**src/rtl/instr_fetch_unit_if.sv**
```systemverilog
// Instruction memory request/acknowledge bus between the fetch unit and instruction memory.
// A request is held stable from imem_req rising until the cycle imem_ack pulses.
interface instr_fetch_unit_if;
  logic        imem_req;
  logic [31:0] imem_addr;
  logic        imem_ack;
  logic [31:0] imem_rdata;

  modport master (
    output imem_req,
    output imem_addr,
    input  imem_ack,
    input  imem_rdata
  );

  modport slave (
    input  imem_req,
    input  imem_addr,
    output imem_ack,
    output imem_rdata
  );
endinterface

```
**src/rtl/instr_fetch_unit.sv**
```systemverilog
// Instruction fetch stage: issues word fetches, buffers one instruction while IF/ID stalls,
// and squashes in-flight fetches on a branch redirect.
//
// state     | meaning
// S_REQ     | request outstanding at PC; ack presents the instruction
// S_HOLD    | instruction buffered, IF/ID stalled, no request
// S_DISCARD | killed request outstanding at kill_addr; its ack is dropped
module instr_fetch_unit #(
  parameter logic [31:0] RESET_PC = 32'h0000_0000
) (
  input  logic                      clk,
  input  logic                      reset,
  input  logic                      IF_ID_en,
  input  logic                      branch_taken,
  input  logic [31:0]               branch_target,
  instr_fetch_unit_if.master        imem,
  output logic [31:0]               instruction_IF_out,
  output logic [31:0]               NPC_IF_out
);

  typedef enum logic [1:0] {
    S_REQ     = 2'd0,
    S_HOLD    = 2'd1,
    S_DISCARD = 2'd2
  } state_t;

  localparam logic [31:0] PC_INIT = {RESET_PC[31:2], 2'b00};

  state_t      state_q, state_d;
  logic [31:0] pc_q, pc_d;
  logic [31:0] kill_addr_q, kill_addr_d;
  logic [31:0] buf_instr_q, buf_instr_d;
  logic [31:0] buf_npc_q, buf_npc_d;
  logic [31:0] pc_plus4;
  logic [31:0] redirect_pc;
  logic        unused_target_lsbs;

  assign pc_plus4           = pc_q + 32'd4;
  assign redirect_pc        = {branch_target[31:2], 2'b00};
  assign unused_target_lsbs = ^branch_target[1:0];

  always_ff @(posedge clk or negedge reset) begin
    if (!reset) begin
      state_q     <= S_REQ;
      pc_q        <= PC_INIT;
      kill_addr_q <= PC_INIT;
      buf_instr_q <= 32'b0;
      buf_npc_q   <= 32'b0;
    end else begin
      state_q     <= state_d;
      pc_q        <= pc_d;
      kill_addr_q <= kill_addr_d;
      buf_instr_q <= buf_instr_d;
      buf_npc_q   <= buf_npc_d;
    end
  end

  // Outputs are gated by reset so the bus is idle and IF/ID sees bubbles while reset is low.
  always_comb begin
    state_d            = state_q;
    pc_d               = pc_q;
    kill_addr_d        = kill_addr_q;
    buf_instr_d        = buf_instr_q;
    buf_npc_d          = buf_npc_q;
    imem.imem_req      = 1'b0;
    imem.imem_addr     = pc_q;
    instruction_IF_out = 32'b0;
    NPC_IF_out         = 32'b0;

    if (reset) begin
      case (state_q)
        S_REQ: begin
          imem.imem_req = 1'b1;
          if (branch_taken) begin
            pc_d = redirect_pc;
            if (!imem.imem_ack) begin
              kill_addr_d = pc_q;
              state_d     = S_DISCARD;
            end
          end else if (imem.imem_ack) begin
            instruction_IF_out = imem.imem_rdata;
            NPC_IF_out         = pc_plus4;
            pc_d               = pc_plus4;
            if (IF_ID_en) begin
              buf_instr_d = imem.imem_rdata;
              buf_npc_d   = pc_plus4;
              state_d     = S_HOLD;
            end
          end
        end

        S_HOLD: begin
          if (branch_taken) begin
            pc_d        = redirect_pc;
            buf_instr_d = 32'b0;
            buf_npc_d   = 32'b0;
            state_d     = S_REQ;
          end else begin
            instruction_IF_out = buf_instr_q;
            NPC_IF_out         = buf_npc_q;
            if (!IF_ID_en) state_d = S_REQ;
          end
        end

        S_DISCARD: begin
          imem.imem_req  = 1'b1;
          imem.imem_addr = kill_addr_q;
          if (branch_taken) pc_d = redirect_pc;
          if (imem.imem_ack) state_d = S_REQ;
        end

        default: state_d = S_REQ;
      endcase
    end
  end

endmodule

```
**src/flat_wrapper.sv**
```systemverilog
// flat-port wrapper written by rule: the top's interface ports become plain ports
module instr_fetch_unit_flat 
#(
  parameter logic [31:0] RESET_PC = 32'h0000_0000
)
  (clk, reset, IF_ID_en, branch_taken, branch_target, instruction_IF_out, NPC_IF_out, imem_imem_req, imem_imem_addr, imem_imem_ack, imem_imem_rdata);
  instr_fetch_unit_if imem_i ();
  input  logic clk;
  input  logic reset;
  input  logic IF_ID_en;
  input  logic branch_taken;
  input  logic [31:0] branch_target;
  output logic [31:0] instruction_IF_out;
  output logic [31:0] NPC_IF_out;
  output wire logic [$bits(imem_i.imem_req)-1:0] imem_imem_req;
  output wire logic [$bits(imem_i.imem_addr)-1:0] imem_imem_addr;
  input wire logic [$bits(imem_i.imem_ack)-1:0] imem_imem_ack;
  input wire logic [$bits(imem_i.imem_rdata)-1:0] imem_imem_rdata;
  assign imem_imem_req = imem_i.imem_req;
  assign imem_imem_addr = imem_i.imem_addr;
  assign imem_i.imem_ack = imem_imem_ack;
  assign imem_i.imem_rdata = imem_imem_rdata;
  instr_fetch_unit #(.RESET_PC(RESET_PC)) u_core (.clk(clk), .reset(reset), .IF_ID_en(IF_ID_en), .branch_taken(branch_taken), .branch_target(branch_target), .imem(imem_i), .instruction_IF_out(instruction_IF_out), .NPC_IF_out(NPC_IF_out));
endmodule
```
**config.mk**
```make
export PLATFORM = sky130hd
export DESIGN_NAME = instr_fetch_unit_flat
export DESIGN_NICKNAME = d
export VERILOG_FILES = /design/src/rtl/instr_fetch_unit_if.sv /design/src/rtl/instr_fetch_unit.sv /design/src/flat_wrapper.sv
export SDC_FILE = /design/constraint.sdc
export NUM_CORES = 1
export LEC_CHECK = 0
export ABC_AREA = 1
export BUFFER_PORTS_ARGS = -buffer_cell sky130_fd_sc_hd__buf_2
export CAP_MARGIN = 20
export CORE_MARGIN = 4
export CORE_UTILIZATION = 30
export DETAILED_ROUTE_END_ITERATION = 10
export GPL_TIMING_DRIVEN = 0
export PLACE_DENSITY_LB_ADDON = 0.25
export SLEW_MARGIN = 20
export SYNTH_ARGS = -nofsm -noshare
export SYNTH_HDL_FRONTEND = slang
export SYNTH_SLANG_ARGS = --single-unit
```
**constraint.sdc**
```tcl
create_clock -name clk -period 2.15 [get_ports clk]
set_clock_uncertainty 0.15 [all_clocks]
set_input_delay 0.1075 -clock clk [delete_from_list [all_inputs] [get_ports clk]]
set_output_delay 0.1075 -clock clk [all_outputs]
set_load 0.005 [all_outputs]
```
==> reports/results.ini, run 1 <==
[status]
run_status=finished with violations
violations=negative setup slack

[drt]
via_count=8156
wire_per_inst_um=16.2
post_drt_via_cell_ratio=4.79
drtPass1Iterations=5
postRouteAntennaNets=0
route.detailed.drc=0
wl_mm=27.5
initialDrtViolationCount=557

[cells_and_area]
fin_area_um2=11700
final_common_cell=nand2_1
drive_above_1_share_pct=36.0
layout_common_cells=nand2_1 (360), buf_2 (162), dfrtp_1 (122)
synthToLayoutAreaGrowth_pct=60.9
diodes=0
num-nets-final=1443
fillers=2314

[global_route]
grt_overflow_total=0
grt_max_degree=60
grt_pass1_wl_mm=42.4
antenna_found_initial=0
grt_pass1_vias=7953
track_usage_pct=20.0

[timing]
fin_ws_ns=-0.179
setup_viol=54
finalMaxSlewViolations=0
rsz0062_at_grt=true
fin_crit_ns=2.33
fmax_mhz=429
timing.final.crit_share_pct=108
finalHoldViolations=0

[floorplanning]
die_w_um=164
die-area_um2=26800
die-height_um=164
placementRows=56
initial_core_util_pct=30.8
coreArea_um2=23700
io_pins=166

[synth]
synth_ff_type=dfrtp_1
synthMuxAreaShare_pct=0
synth_edf_count=0
async_flop_share_pct=100
synth_compound_area_share_pct=13.7
yosysUniqueCellTypes=32
syn_area_um2=7280
postSynthAreaPerCell_um2=6.84
syn_inst=1065
synth.area.top_cells=dfrtp_1 (43%), nand2_1 (22%), nor2_1 (6.0%), o21ai_0 (5.0%), nand3_1 (4.6%)
yosys.area.top_type=dfrtp_1
synthSimpleGateAreaFrac_pct=34.7
yosysWarnings=0
synthAdderAreaFrac_pct=0.859
seq_area_frac_synth_pct=43.3
synth_top_family_by_area=simple AND/OR/NAND/NOR gates
synth_top_cell_area_share_pct=43.3
synth_xor_area_share_pct=0.361
ys_ff_latch=126

[setup_path]
cp_slowest_cell=dfrtp_1
cp.required_ns=1.89
endpoint_kind=primary output
cpMostUsedCell=nor2_4
r2r_slack_ns=0.07
crit_fanout=5
critical_path_class=flip-flop to primary output
start_kind=flip-flop
arrival_ns=2.07
crit_chain=inv_1 -> nor2_4 -> nand2_4 -> nor2_4 -> nand2_2 -> and2_4 -> o21ai_1 -> buf_2
slowest_delay_ns=0.42
crit_family=simple AND/OR/NAND/NOR gates
crit_buf_inv=2

[clock_network]
numCtsBuffers=17
clk_path_buf_depth=2
cts.reportedPaths.clkPinSlew_ns=0.06
root_buffer=clkbuf_16
clk_latency_ns=0.42
cts_max_level=4
tritoncts=built
clkSinkCount=126

[pwr]
switching_power_mw=5.91
p_comb_share_pct=47.6
leakage_nw=5.89
p_clk_share_pct=22.8
sw_frac_of_total_pct=41.3
internal_power_mw=8.39
power.total_mw=14.3
vdd_drop_max_uv=738
p_per_area_nw_per_um2=1220
seq_power_share_pct=29.6

[flow_run]
cap_violations=0

[place]
place.gp.congestion=0.859
placement.cell_area_um2=8530
portBuffers=161
place_hpwl_mm=18.5

[hold_path]
hold_path.class=flip-flop to flip-flop

timing repair:
item | 4_1_cts | 5_1_grt
gates cloned | 7 | 0
hold buffers | 72 | 0
resized for setup | 260 | 124
endpoints found under the hold margin | 190 | 0
setup buffers | 33 | 10
pin swaps | 51 | 55
endpoints found under the setup margin | 183 | 204
metrics by stage:
stage | instances | hold slack, ns | utilization (%) | setup WS [ns] | setup TNS, ns
floorplan | 1066 | -0.338 | - | 0.303 | 0
CTS | 1691 | 0.279 | 47.5 | -0.181 | -4.69
global route | 1701 | 0.321 | 49.5 | -0.260 | -8.34
global placement | 1546 | 0.185 | 35.9 | -2.32 | -591.60
finish | 1701 | 0.322 | 49.5 | -0.179 | -3.54
detailed placement | 1547 | -0.0643 | 36.0 | -0.546 | -58.69
path summary, 6_finish.rpt:
check	start	end	cells past startpoint
max	u_core.pc_q[2]	NPC_IF_out[13]	8
min	u_core.buf_instr_q[20]	u_core.buf_instr_q[20]	2
max reg2reg	u_core.state_q[1]	u_core.pc_q[30]	10
min reg2reg	u_core.buf_instr_q[20]	u_core.buf_instr_q[20]	2
max in group asynchronous	reset	u_core.pc_q[23]	5
min in group asynchronous	reset	u_core.buf_instr_q[21]	5
cell families (layout without fill, tap and decap cells):
kind of cell | Yosys count | in the layout
AO/OA/AOI/OAI | 171 | 171
XOR/XNOR | 3 | 3
adder cells (fa/ha/maj) | 5 | 5
buffers and inverters | 127 | 443
flip-flops | 126 | 126
other | 1 | 2
AND/OR/NAND/NOR | 632 | 632
state kept, by name, summed over array words and instances, names as in the netlist:
| name | count |
|---|---|
| u_core.state_q | 2 |
| u_core.buf_instr_q | 32 |
| u_core.buf_npc_q | 32 |
| u_core.pc_q | 30 |
| u_core.kill_addr_q | 30 |
layer usage:
layer	GRT usage [%]	vias to the layer above	wire length, µm
met3	3.74	34	1510
met4	5.53	0	554
met1	26.9	3868	12500
li1	-	4013	-
met5	0	-	0
met2	33.1	241	12900
Yosys cell counts, types with 2 or more instances:
master,number
buf_1,10
dfrtp_1,126
nand2_2,2
ha_1,5
nand4_1,3
o32ai_1,10
nor2_2,4
nor2_1,117
and2_1,5
o21ai_0,73
xor2_1,2
buf_4,2
nor2_4,5
inv_2,3
o211ai_1,6
a21boi_0,2
buf_2,14
a21oi_1,64
inv_1,69
nand3_1,67
nand2_1,429
o22ai_2,9
clkbuf_1,28
o21ai_1,2
tightest hold or removal path, stage by stage, from the launching register on:
cell	delay [ns]
dfrtp_1	0.34
nand2_1	0.05
nand2_1	0.05
power groups by stage:
stage | Sequential, mW | Combinational [mW] | Clock [mW]
floorplan | 4.03 | 3.31 | 0
global placement | 4.19 | 4.94 | 0
detailed placement | 4.21 | 5.02 | 0
CTS | 4.16 | 6.30 | 3.33
global route | 4.36 | 7.53 | 3.43
finish | 4.23 | 6.80 | 3.27
final cells by class:
cell class                 instances  area [µm²]  area share, %
sequential                       126        3160           26.9
buffer                            55         520           4.44
tap                              319         399           3.41
timing repair buffer             284        2170           18.6
inverter                          72         290           2.48
clock inverter                    13         210           1.79
multi-input combinational        813        4520           38.5
clock buffer                      19         453           3.86
(Power assumes the default switching activity.)
==> run 2, diff against run 1 <==
SETUP_SLACK_MARGIN = 0.05   (was unset)
==> run 2 against run 1 <==
  * The run still ends with negative setup slack left
  * Via count up 0.85%
  * Total power increased by 0.42%
  * Register-to-register slack gained 0.04 ns
  * Sequential cell count unchanged
  * Critical path depth stayed put
  * Clock power is essentially flat
  * Core utilization about the same
  * Non-clock buffer count shrank 3
  * Largest cell class unchanged
==> reports/results.ini, run 2 (synthesis results as in run 1) <==
[floorplanning]
coreArea_um2=23700  ; unchanged
io_pins=166  ; unchanged
die-area_um2=26800  ; unchanged
die_w_um=164  ; unchanged
initial_core_util_pct=30.8  ; unchanged
placementRows=56  ; unchanged
die-height_um=164  ; unchanged

[global_route]
antenna_found_initial=0  ; unchanged
grt_pass1_vias=7996  ; was 7,953
track_usage_pct=20.1  ; was 20.0%
grt_pass1_wl_mm=42.6  ; was 42.4 mm
grt_overflow_total=0  ; unchanged
grt_max_degree=60  ; unchanged

[setup_path]
crit_fanout=5  ; unchanged
crit_buf_inv=2  ; unchanged
crit_chain=inv_1 -> nor2_4 -> nand2_4 -> nor2_4 -> nand2_2 -> and2_4 -> o21ai_1 -> buf_2  ; unchanged
cpMostUsedCell=nor2_4  ; unchanged
critical_path_class=flip-flop to primary output  ; unchanged
slowest_delay_ns=0.43  ; was 0.42 ns
cp.required_ns=1.89  ; about the same
arrival_ns=2.08  ; was 2.07 ns
crit_family=simple AND/OR/NAND/NOR gates  ; unchanged
start_kind=flip-flop  ; unchanged
cp_slowest_cell=dfrtp_1  ; unchanged
endpoint_kind=primary output  ; unchanged

[status]
violations=negative setup slack  ; unchanged
run_status=finished with violations  ; unchanged

[cells_and_area]
seq_area_um2=3160  ; unchanged
layout_common_cells=nand2_1 (360), buf_2 (165), dfrtp_1 (122)  ; was nand2_1 (360), buf_2 (162), dfrtp_1 (122)
num-nets-final=1441  ; was 1,443
final_common_cell=nand2_1  ; unchanged
multi_input_area_um2=4540  ; was 4520 µm²
reg.largest.list=u_core.buf_instr_q x32, u_core.buf_npc_q x32  ; unchanged
fin_cells=1699  ; was 1,701
synthToLayoutAreaGrowth_pct=61.0  ; was 60.9%
drive_above_1_share_pct=36.5  ; was 36.0%
diodes=0  ; unchanged
fillers=2299  ; was 2,314

[pwr]
internal_power_mw=8.42  ; was 8.39 mW
switching_power_mw=5.94  ; was 5.91 mW
sw_frac_of_total_pct=41.4  ; was 41.3%
leakage_nw=5.89  ; about the same
p_per_area_nw_per_um2=1220  ; about the same
seq_power_share_pct=29.5  ; was 29.6%
vdd_drop_max_uv=746  ; was 738 µV
p_comb_share_pct=47.8  ; was 47.6%
power.total_mw=14.4  ; was 14.3 mW
p_clk_share_pct=22.7  ; was 22.8%

[flow_run]
cap_violations=0  ; unchanged

[timing]
finalMaxSlewViolations=0  ; unchanged
fin_setup_tns_ns=-3.92  ; was -3.54 ns
fin_ws_ns=-0.185  ; was -0.179 ns
fin_crit_ns=2.33  ; about the same
fmax_mhz=428  ; was 429 MHz
timing.final.crit_share_pct=109  ; was 108%
rsz0062_at_grt=true  ; unchanged
finalHoldViolations=0  ; unchanged
setup_viol=55  ; was 54

[place]
place.gp.congestion=0.859  ; unchanged
dp_cells=1547  ; unchanged
pre_cts_ws_ns=-0.546  ; unchanged
portBuffers=161  ; unchanged
place_hpwl_mm=18.5  ; unchanged

[clock_network]
cts_max_level=4  ; unchanged
root_buffer=clkbuf_16  ; unchanged
cts.reportedPaths.clkPinSlew_ns=0.06  ; about the same
tritoncts=built  ; unchanged
clk_latency_ns=0.42  ; about the same
numCtsBuffers=17  ; unchanged
clk_path_buf_depth=2  ; unchanged
clkSinkCount=126  ; unchanged

[drt]
route.detailed.drc=0  ; unchanged
post_drt_via_cell_ratio=4.84  ; was 4.79
via_count=8225  ; was 8,156
postRouteAntennaNets=0  ; unchanged
initialDrtViolationCount=597  ; was 557
drtPass1Iterations=5  ; unchanged
wl_mm=27.5  ; about the same
wire_per_inst_um=16.2  ; about the same

[hold_path]
hold_path.class=input pin to flip-flop  ; was flip-flop to flip-flop

==> run 2: worst min-delay path, cell delays in order <==
cell      delay, ns
buf_2          0.12
nor2_2         0.07
clkbuf_4       0.18
nor2_1         0.10
nor2_1         0.05
nand2_1        0.05
o21ai_0        0.06
==> run 2: per-stage QoR <==
stage                     util (%)  hold slack, ns  cell area (µm²)
after CTS                     47.6           0.201            11300
final                         49.5           0.220            11700
after global routing          49.5           0.255            11700
after global placement        35.9           0.185             8490
after floorplan                  -          -0.338             7290
after detailed placement      36.0         -0.0643             8530
==> run 2: area by class of cell <==
cell class / instances / area share [%]
Tap cell: 319 / 3.40
Timing Repair inverter: 1 / 0.0640
Multi-Input combinational cell: 813 / 38.7
Buffer: 55 / 4.64
Sequential cell: 126 / 26.9
Clock inverter: 13 / 1.79
Inverter: 72 / 2.45
Timing Repair Buffer: 281 / 18.2
Clock buffer: 19 / 3.86
==> run 2: timing repair <==
action / 4_1_cts / 5_1_grt
cloned: 8 / 0
resized for setup: 263 / 159
pin swaps: 51 / 56
endpoints found under the hold margin: 190 / 0
endpoints found under the setup margin: 185 / 212
hold buffers: 70 / 0
buffers inserted: 36 / 6
==> run 2: worst paths after layout <==
check | to | slack, ns | depth (start not counted) | start
min | u_core.pc_q[13] | 0.22 | 7 | branch_taken
max reg2reg | u_core.pc_q[30] | 0.11 | 10 | u_core.state_q[1]
min in group asynchronous | u_core.pc_q[4] | 0.31 | 5 | reset
min reg2reg | u_core.buf_instr_q[19] | 0.32 | 2 | u_core.buf_instr_q[19]
max in group asynchronous | u_core.buf_npc_q[14] | 1.15 | 4 | reset
max | NPC_IF_out[13] | -0.18 | 8 | u_core.pc_q[2]
==> run 2: power groups by stage <==
stage	clock (mW)	sequential [mW]	combinational [mW]
after global routing	3.43	4.36	7.60
after detailed placement	0	4.21	5.02
after CTS	3.33	4.16	6.35
after floorplan	0	4.03	3.31
final	3.26	4.23	6.87
after global placement	0	4.19	4.94
==> run 2: per-layer routing <==
metal  global-route usage (%)  vias to the layer above  wire [µm]
met4                     5.57                        0        517
met2                     33.4                      276      12900
met1                     26.8                     3901      12500
met5                        0                        -          0
met3                     3.96                       36       1600
li1                         -                     4012          -
==> run 3, diff against run 2 <==
ABC_AREA = unset   (was 1)
==> run 3 against run 2 <==
  * The run still ends with negative setup slack left
  * Sequential power rose by 7.6%
  * Sequential cell count did not move
  * Worst hold slack got worse by 0.15 ns
  * Clock power fell by 6%
  * Core utilization rose by 9.2 points
  * Cell count fell by 16%
  * Area after synthesis fell by 5.4%
  * Register-to-register slack got worse by 0.37 ns
  * Via count fell by 6.8%
  * Critical path depth rose by 1
  * Synthesized cell count fell by 32%
  * Critical endpoint is now NPC_IF_out[16]
  * Largest cell class unchanged
==> reports/results.ini, run 3 <==
[hold_path]
hold_path.class=input pin to flip-flop  ; unchanged

[synth]
synth_most_common_cell=dfrtp_1  ; was nand2_1
synth_compound_area_share_pct=20.6  ; was 13.7%
seq_area_frac_synth_pct=45.7  ; was 43.3%
synth_xor_area_share_pct=3.56  ; was 0.361%
yosysUniqueCellTypes=53  ; was 32
synthMuxAreaShare_pct=9.62  ; was 0%
async_flop_share_pct=100  ; unchanged
synthSimpleGateAreaFrac_pct=15.0  ; was 34.7%
synth_edf_count=0  ; unchanged
yosys.area.top_type=dfrtp_1  ; unchanged
syn_inst=720  ; was 1,065
ys_ff_latch=126  ; unchanged
synth.area.top_cells=dfrtp_1 (46%), mux2_2 (9.5%), nand2_1 (5.3%), o21ai_0 (4.6%), a22o_1 (4.2%)  ; was dfrtp_1 (43%), nand2_1 (22%), nor2_1 (6.0%), o21ai_0 (5.0%), nand3_1 (4.6%)
postSynthAreaPerCell_um2=9.58  ; was 6.84 µm²
yosysWarnings=0  ; unchanged
synth_top_cell_area_share_pct=45.7  ; was 43.3%
syn_area_um2=6890  ; was 7280 µm²
synthAdderAreaFrac_pct=0.907  ; was 0.859%
yosys-top-cells-count=dfrtp_1 (126), nand2_1 (97), o21ai_0 (63)  ; was nand2_1 (429), dfrtp_1 (126), nor2_1 (117)
synth_top_family_by_area=compound AO/OA/AOI/OAI gates  ; was simple AND/OR/NAND/NOR gates
synth_ff_type=dfrtp_1  ; unchanged

[timing]
timing.final.crit_share_pct=121  ; was 109%
fin_crit_ns=2.60  ; was 2.33 ns
fin_ws_ns=-0.454  ; was -0.185 ns
finalHoldViolations=0  ; unchanged
finalMaxSlewViolations=0  ; unchanged
rsz0062_at_grt=true  ; unchanged
setup_viol=188  ; was 55
fmax_mhz=384  ; was 428 MHz
fin_setup_tns_ns=-36.05  ; was -3.92 ns

[floorplanning]
io_pins=166  ; unchanged
initial_core_util_pct=30.5  ; was 30.8%
die-area_um2=25500  ; was 26,800 µm²
die_w_um=160  ; was 164 µm
die-height_um=160  ; was 164 µm
coreArea_um2=22600  ; was 23,700 µm²
placementRows=55  ; was 56

[clock_network]
tritoncts=built  ; unchanged
clk_latency_ns=0.43  ; was 0.42 ns
clkSinkCount=126  ; unchanged
cts.reportedPaths.clkPinSlew_ns=0.06  ; about the same
numCtsBuffers=17  ; unchanged
root_buffer=clkbuf_16  ; unchanged
clk_path_buf_depth=2  ; unchanged
cts_max_level=4  ; unchanged

[global_route]
track_usage_pct=21.5  ; was 20.1%
antenna_found_initial=2  ; was 0
grt_overflow_total=0  ; unchanged
grt_max_degree=45  ; was 60
grt_pass1_vias=7453  ; was 7,996
grt_pass1_wl_mm=43.3  ; was 42.6 mm

[setup_path]
crit_fanout=3  ; was 5
start_kind=flip-flop  ; unchanged
arrival_ns=2.35  ; was 2.08 ns
endpoint_kind=primary output  ; unchanged
critical_path_class=flip-flop to primary output  ; unchanged
cp.required_ns=1.89  ; about the same

[cells_and_area]
synthToLayoutAreaGrowth_pct=92.8  ; was 61.0%
final_common_cell=buf_2  ; was nand2_1
drive_above_1_share_pct=61.7  ; was 36.5%
reg.largest.list=u_core.buf_instr_q x32, u_core.buf_npc_q x32  ; unchanged
seq_area_um2=3170  ; was 3160 µm²
num-nets-final=1199  ; was 1,441
layout_common_cells=buf_2 (133), dfrtp_1 (111), buf_6 (93)  ; was nand2_1 (360), buf_2 (165), dfrtp_1 (122)
multi_input_area_um2=4730  ; was 4540 µm²
fillers=1723  ; was 2,299
fin_area_um2=13300  ; was 11,700 µm²

[pwr]
power.total_mw=16.6  ; was 14.4 mW
p_per_area_nw_per_um2=1250  ; was 1220 nW/µm²
p_comb_share_pct=53.9  ; was 47.8%
switching_power_mw=6.18  ; was 5.94 mW
internal_power_mw=10.4  ; was 8.42 mW
p_clk_share_pct=18.6  ; was 22.7%
sw_frac_of_total_pct=37.3  ; was 41.4%
vdd_drop_max_uv=735  ; was 746 µV
seq_power_share_pct=27.5  ; was 29.5%
leakage_nw=6.06  ; was 5.89 nW

[drt]
via_count=7667  ; was 8,225
post_drt_via_cell_ratio=5.39  ; was 4.84
initialDrtViolationCount=489  ; was 597
wl_mm=30.0  ; was 27.5 mm
drtPass1Iterations=5  ; unchanged
route.detailed.drc=0  ; unchanged
postRouteAntennaNets=0  ; unchanged
wire_per_inst_um=21.1  ; was 16.2 µm

[status]
violations=negative setup slack  ; unchanged
run_status=finished with violations  ; unchanged

[place]
portBuffers=161  ; unchanged
placement.cell_area_um2=8100  ; was 8530 µm²
place.gp.congestion=0.861  ; was 0.859
place_hpwl_mm=16.5  ; was 18.5 mm
pre_cts_ws_ns=-0.844  ; was -0.546 ns

[flow_run]
cap_violations=0  ; unchanged

## run 3: cell types whose count changed in the layout (fill, tap and decap cells not counted), moves of 28 or more
cell / before / now
a22oi_2: 0 / 32
nand2_4: 39 / 7
mux2_4: 0 / 28
inv_1: 60 / 3
buf_6: 21 / 93
mux2_2: 0 / 30
buf_2: 165 / 133
nand2_1: 360 / 59
nand3_1: 57 / 5
o21ai_0: 52 / 8
a22o_1: 0 / 33
buf_4: 46 / 87
nor2_1: 102 / 40
## run 3: cell type report
class | count | share of cell area (%)
antenna | 1 | 0.0188
buffer | 61 | 5.50
clock buffer | 20 | 3.36
clock inverter | 11 | 1.24
inverter | 6 | 0.188
multi-input combinational | 521 | 35.6
sequential | 126 | 23.9
tap | 285 | 2.68
timing repair buffer | 392 | 27.6
## run 3: path summary, 6_finish.rpt
path,to,cells past startpoint,slack (ns),start
setup reg to reg,u_core.pc_q[19],11,-0.26,u_core.state_q[0]
hold / removal,u_core.state_q[1],4,0.07,IF_ID_en
min in group asynchronous,u_core.pc_q[7],5,0.53,reset
max in group asynchronous,u_core.pc_q[16],7,1.02,reset
hold reg to reg,u_core.buf_npc_q[25],2,0.34,u_core.buf_npc_q[25]
setup / recovery,NPC_IF_out[16],9,-0.45,u_core.pc_q[3]
## run 3: through the flow
stage | utilization (%) | hold WS (ns) | instances
6_report | 58.7 | 0.0736 | 1423
5_1_grt | 58.7 | 0.119 | 1422
4_1_cts | 52.7 | 0.0368 | 1365
3_5_place_dp | 35.8 | -0.125 | 1168
3_3_place_gp | 35.6 | 0.202 | 1167
2_1_floorplan | - | -0.338 | 721
## run 3: critical path, stage by stage, from the launching register on
cell and delay (ns):
dfrtp_2 0.40, ha_4 0.15, nand4_1 0.12, buf_6 0.16, nor3_4 0.17, buf_4 0.15
nand4_1 0.17, xor2_2 0.23, o21ai_2 0.22, buf_2 0.15
## run 3: logic make-up (layout without fill, tap and decap cells)
kind of cell             after synthesis  count (layout)
AO/OA/AOI/OAI                        215             215
AND/OR/NAND/NOR                      212             212
flip-flops                           126             126
buffers and inverters                 74             490
multiplexers                          59              59
XOR/XNOR                              28              28
adder cells (fa/ha/maj)                5               5
other                                  1               3
## run 3: timing repair
action	4_1_cts	5_1_grt
hold buffers	71	0
setup buffers	84	64
setup endpoints to repair	218	216
cloned	16	11
gates resized for setup	387	268
hold endpoints to repair	188	0
pin swaps	59	107
## run 3: power by group through the flow
stage	Sequential (mW)	Combinational (mW)	Clock (mW)
after CTS	4.36	7.38	3.13
after detailed placement	4.26	4.79	0
after floorplan	4.06	3.28	0
after global placement	4.21	4.73	0
after global routing	4.67	9.47	3.23
final	4.55	8.93	3.08
## run 3: per-layer routing
| layer | routed length (µm) | share of wire (%) | vias up | global-route usage [%] |
|---|---|---|---|---|
| li1 | - | - | 3405 | - |
| met1 | 12400 | 41 | 3875 | 28.1 |
| met2 | 15000 | 50 | 335 | 35.6 |
| met3 | 1930 | 6.4 | 50 | 4.74 |
| met4 | 667 | 2.2 | 2 | 6.63 |
| met5 | 13 | 0.043 | - | 0 |
